## src/rtl/reg_scoreboard.sv

```systemverilog
// reg_scoreboard: per-register in-flight write tracker that stalls ID on RAW hazards or WAW count saturation
// Ports:
//   clk, rst_n                  clock and asynchronous active-low reset
//   issue_valid/writes/dest     instruction in ID and the register it will write
//   src1/src2, src1_use/src2_use  registers that instruction reads in ID
//   wb_valid, wb_dest           register-file write completing this cycle
//   flush_ex                    cancels the issue accepted on the previous edge
//   stall                       combinational hold of ID / bubble into ID/EX
//   busy_mask                   registered, bit i set while register i has pending writes
//   retire_err                  registered sticky flag: write-back with nothing pending
module reg_scoreboard #(
    parameter int NREG  = 32,
    parameter int AW    = 5,
    parameter int CNT_W = 2
) (
    input  logic            clk,
    input  logic            rst_n,
    input  logic            issue_valid,
    input  logic            issue_writes,
    input  logic [AW-1:0]   issue_dest,
    input  logic [AW-1:0]   src1,
    input  logic [AW-1:0]   src2,
    input  logic            src1_use,
    input  logic            src2_use,
    input  logic            wb_valid,
    input  logic [AW-1:0]   wb_dest,
    input  logic            flush_ex,
    output logic            stall,
    output logic [NREG-1:0] busy_mask,
    output logic            retire_err
);
    localparam logic [CNT_W-1:0] MAX = '1;
    logic [NREG-1:0][CNT_W-1:0] cnt, nxt;
    logic [NREG-1:0] busy_nxt, err_v;
    logic last_valid;
    logic [AW-1:0] last_dest;
    logic haz1, haz2, waw, acc;
    // a single pending write retiring this cycle is visible to ID via the first-half regfile write
    assign haz1 = src1_use && src1 != '0 && cnt[src1] != '0 &&
                  !(cnt[src1] == CNT_W'(1) && wb_valid && wb_dest == src1);
    assign haz2 = src2_use && src2 != '0 && cnt[src2] != '0 &&
                  !(cnt[src2] == CNT_W'(1) && wb_valid && wb_dest == src2);
    assign waw = issue_writes && issue_dest != '0 && cnt[issue_dest] == MAX;
    assign stall = issue_valid && (haz1 || haz2 || waw);
    assign acc = issue_valid && !stall && issue_writes && issue_dest != '0;
    genvar i;
    for (i = 0; i < NREG; i++) begin : g_reg
        logic inc, dec_wb, dec_fl;
        logic [CNT_W:0] up, dn, d;
        assign inc    = i != 0 && acc && issue_dest == AW'(i);
        assign dec_wb = i != 0 && wb_valid && wb_dest == AW'(i);
        assign dec_fl = i != 0 && flush_ex && last_valid && last_dest == AW'(i);
        // issue, write-back and flush fold into one clamped update
        assign up = {1'b0, cnt[i]} + {{CNT_W{1'b0}}, inc};
        assign dn = {{CNT_W{1'b0}}, dec_wb} + {{CNT_W{1'b0}}, dec_fl};
        assign d  = up > dn ? up - dn : '0;
        assign nxt[i] = d > {1'b0, MAX} ? MAX : d[CNT_W-1:0];
        assign busy_nxt[i] = nxt[i] != '0;
        assign err_v[i] = dec_wb && cnt[i] == '0 && !inc;
    end
    always_ff @(posedge clk or negedge rst_n) begin
        if (!rst_n) begin
            cnt        <= '0;
            busy_mask  <= '0;
            retire_err <= 1'b0;
            last_valid <= 1'b0;
            last_dest  <= '0;
        end else begin
            cnt        <= nxt;
            busy_mask  <= busy_nxt;
            retire_err <= retire_err || (|err_v);
            last_valid <= acc;
            last_dest  <= issue_dest;
        end
    end
endmodule

```

## config.mk

```make
export PLATFORM = sky130hd
export DESIGN_NAME = reg_scoreboard
export DESIGN_NICKNAME = d
export VERILOG_FILES = /design/src/rtl/reg_scoreboard.sv
export SDC_FILE = /design/constraint.sdc
export NUM_CORES = 1
export LEC_CHECK = 0
export BUFFER_PORTS_ARGS = -buffer_cell sky130_fd_sc_hd__buf_2
export CORE_UTILIZATION = 55
export CTS_BUF_LIST = sky130_fd_sc_hd__clkbuf_8
export CTS_CLUSTER_DIAMETER = 120
export DETAILED_ROUTE_END_ITERATION = 8
export MAX_ROUTING_LAYER = met4
export PLACE_DENSITY = 0.77
export SLEW_MARGIN = 5
export SYNTH_ARGS = -nofsm -noshare
export SYNTH_HDL_FRONTEND = slang
export SYNTH_SLANG_ARGS = --single-unit
```

## constraint.sdc

```tcl
create_clock -name clk -period 6.9 [get_ports clk]
set_input_delay 1.035 -clock clk [delete_from_list [all_inputs] [get_ports clk]]
set_output_delay 1.035 -clock clk [all_outputs]
set_load 0.005 [all_outputs]
```

==> results by group <==
CTS
  – Worst-skew pair later-pin latency: 0.42 ns
  – Clk root buf: clkbuf_8
  – Hold Buf Count CTS: 0
  – CTS tree: built
  – Post_cts resized: 0
  – TritonCTS buffer count: 9
  – Clock-pin slew on the worst setup and hold paths: 0.10 ns
  – Maximum root-to-sink buffer count: 2
  – Sink Count: 103
  – H-Tree Depth: 3
  – Setup repair bufs after CTS: 0

Placement
  – Dpl cells: 1,500
  – DPL Wire Length: 23.6 mm
  – Port Buf Inserts: 61
  – GPL Wtd Cong: 1.02

Timing
  – RSZ-0062 raised after global routing: false
  – Hold Fails Final Rpt: 0
  – Tmin final: 5.42 ns
  – Fmax: 0.185 GHz
  – Setup Skew: 0.0204 ns
  – Tightest Pin Transition: 0.849 ns
  – Setup_tns: 0 ns
  – Max_slew headroom: 42.9%
  – Slew Limit Fails: 0
  – Final setup viols: 0
  – Final period util: 78.5%

Setup path
  – Crit path largest cell delay: 0.71 ns
  – Crit. End Element: flop
  – Worst Setup SP: src2[1]
  – Arr. time, crit path: 5.71 ns
  – Worst-path maximum fanout: 16
  – Max stage delay cell, worst path: mux4_4
  – CP required: 7.20 ns
  – CP cell instances: buf_2 -> mux4_4 -> a211oi_1 -> a32oi_1 -> a22o_1 -> or3_1 -> or3_1 -> nor3_2 -> ha_1 -> ha_1 -> fa_1 -> xnor2_1 -> o22ai_1 -> a31oi_1 -> or2_2
  – Reg-to-Reg Start: cnt[18]
  – Critical path class: input port to flop
  – Crit path launch type: input port

Routing
  – Antenna viol nets, final: 0
  – Vias post-DR: 9,715
  – Vias per cell: 6.41
  – DRT Pass-1 Iters: 8
  – DR iter-0 viols: 1,087
  – WL/cell: 20.2 um
  – Remaining routing DRC violations: 0
  – Detailed Route WL: 30.7 mm

Pwr
  – PwrDens: 202 nW/um2
  – Maximum vdd ir drop: 0.161 mV
  – Cell leakage power: 5.26 nW

Layout
  – Sequential cell area: 2580 um2
  – Area of the multi-input gates: 7780 um2
  – Final non-filler cell total: 1,516
  – N_diodes: 0
  – Share of layout cells above drive strength 1: 14.0%
  – Nets: 1,460
  – Area added between synthesis and finish: 5.33%
  – Fillers: 1,718

Synth
  – Ys async rst share: 100%
  – YS warnings: 0
  – Post-synth cell types: 62
  – Main flop type after synthesis: dfrtp_1
  – Post-Synthesis Cell Area: 11,100 um2
  – Part of the Yosys area used for sequential elements: 23.2%
  – Synth area leaders: dfrtp_1 (23%), ha_1 (14%), fa_1 (11%)
  – Mapped Avg Cell Area: 9.12 um2
  – Syn Inst Count: 1,219
  – Synth area leader: dfrtp_1
  – Synth Register Bits: 103
  – Post-synth top area share: 23.2%
  – Syn Nets: 1,433
  – Number of synthesized flops with an enable pin: 0

Hold path
  – Hold Path Class: flop to flop
  – HP Start: cnt[1]

Flow run
  – Max cap viols: 0

GRT
  – Vias in the first global route: 9,542
  – Initial antenna violation count: 0
  – Total track usage: 32.5%
  – Wire length of the first global-routing pass: 49.5 mm
  – Gr ovfl total: 0
  – Largest net degree at the start of global routing: 64

Floorplan
  – Die footprint: 20,800 um2
  – Chip height: 144 um
  – Row Count: 51
  – Core outline area: 19,700 um2
  – Starting Density: 56.5%
  – Chip width: 144 um
  – Io pins: 62

Outcome
  – Outcome: complete, no violations
## worst max-delay path, delay by kind of cell
kind                     cells  cell delay, ns
buffers and inverters        1            0.43
AND/OR/NAND/NOR              4            1.47
adder cells (fa/ha/maj)      3            1.01
XOR/XNOR                     1            0.15
multiplexers                 1            0.71
AO/OA/AOI/OAI                5            0.89
## metrics by stage
| stage | setup slack (ns) | utilization (%) | power [mW] | hold slack [ns] | instance area [um2] |
|---|---|---|---|---|---|
| 2_1_floorplan | 1.82 | - | 1.59 | 0.469 | 11100 |
| 3_3_place_gp | 1.17 | 58.5 | 1.89 | 0.426 | 11500 |
| 3_5_place_dp | 1.12 | 58.5 | 1.92 | 0.446 | 11500 |
| 4_1_cts | 1.53 | 59.5 | 2.35 | 0.462 | 11700 |
| 5_1_grt | 1.22 | 59.5 | 2.52 | 0.479 | 11700 |
| 6_report | 1.48 | 59.5 | 2.37 | 0.466 | 11700 |
## state kept, by name, indices dropped and copies added, names as in the netlist
| register | cells |
|---|---|
| retire_err | 1 |
| cnt | 64 |
| last_valid | 1 |
| last_dest | 5 |
| busy_mask | 32 |
## layer usage
layer	up-vias	routed length, um	share of wire, %	GRT usage, %
li1	4316	-	-	-
met1	4671	12100	39	41.1
met2	607	13500	44	48.6
met3	121	3880	13	9.93
met4	0	1180	3.9	13.5
met5	-	0	0	-
## final cells by class
cell class | instances | area share, %
Clock buffer | 10 | 1.18
Clock inverter | 6 | 0.663
Inverter | 130 | 4.17
Multi-Input combinational cell | 940 | 66.4
Sequential cell | 103 | 22.0
Tap cell | 265 | 2.83
Timing Repair Buffer | 62 | 2.69
## power breakdown
group,total [mW],switching [mW],internal [mW]
combinational,0.956,0.478,0.478
clock,0.428,0.244,0.184
sequential,0.982,0.211,0.771
## synth_stat cells, drive strengths merged (4+ instances only)
cell type  number
a31oi          34
ha            124
or3             6
nand2         130
nand4           5
or4             5
xnor2          37
mux4           48
nor2          163
nor3b           8
o22ai          33
fa             62
a22oi          18
nor3           33
nand3          11
or2            34
clkbuf         25
nor4           21
nand3b          4
nor2b           8
xor2            4
nand2b          9
mux2i          10
dfrtp         103
and3           18
inv           130
o21ai          41
mux2            7
buf            20
a21oi          33
## cell families after synthesis
kind of cell,after synthesis,synth area share [%]
muxes,65,11.6
xor gates and xnor gates,41,3.23
AOI/OAI and AO/OA,185,10.4
buffers and inverters,176,6.82
DFF,103,23.2
adders and majority gates,186,25.1
and+or+nand+nor,463,19.6
## final timing paths
path / to / slack [ns] / depth (start not counted)
max in group asynchronous: cnt[31] / 5.08 / 2
worst max register to register: busy_mask[6] / 2.04 / 15
worst min register to register: cnt[1] / 0.47 / 0
worst max-delay path: busy_mask[6] / 1.48 / 15
worst min-delay path: cnt[1] / 0.47 / 0
min in group asynchronous: cnt[37] / 0.59 / 1
## placed cells by master (no fill, tap or decap), types with 7 or more instances in the layout
cell type and n:
nand2b_1 9, a31oi_1 34, mux2i_1 10, nor3_1 27, nor2_1 163, mux2_2 7, nand2_1 130, nor3b_1 7
or2_2 34, nor4_1 21, ha_1 124, a22oi_1 18, o21ai_0 39, nor2b_1 8, a21oi_1 33, buf_2 60
dfrtp_1 103, and3_1 18, xnor2_1 37, clkbuf_8 10, nand3_1 11, inv_1 130, mux4_2 41, fa_1 62
o22ai_1 32
(Power assumes the default switching activity.)
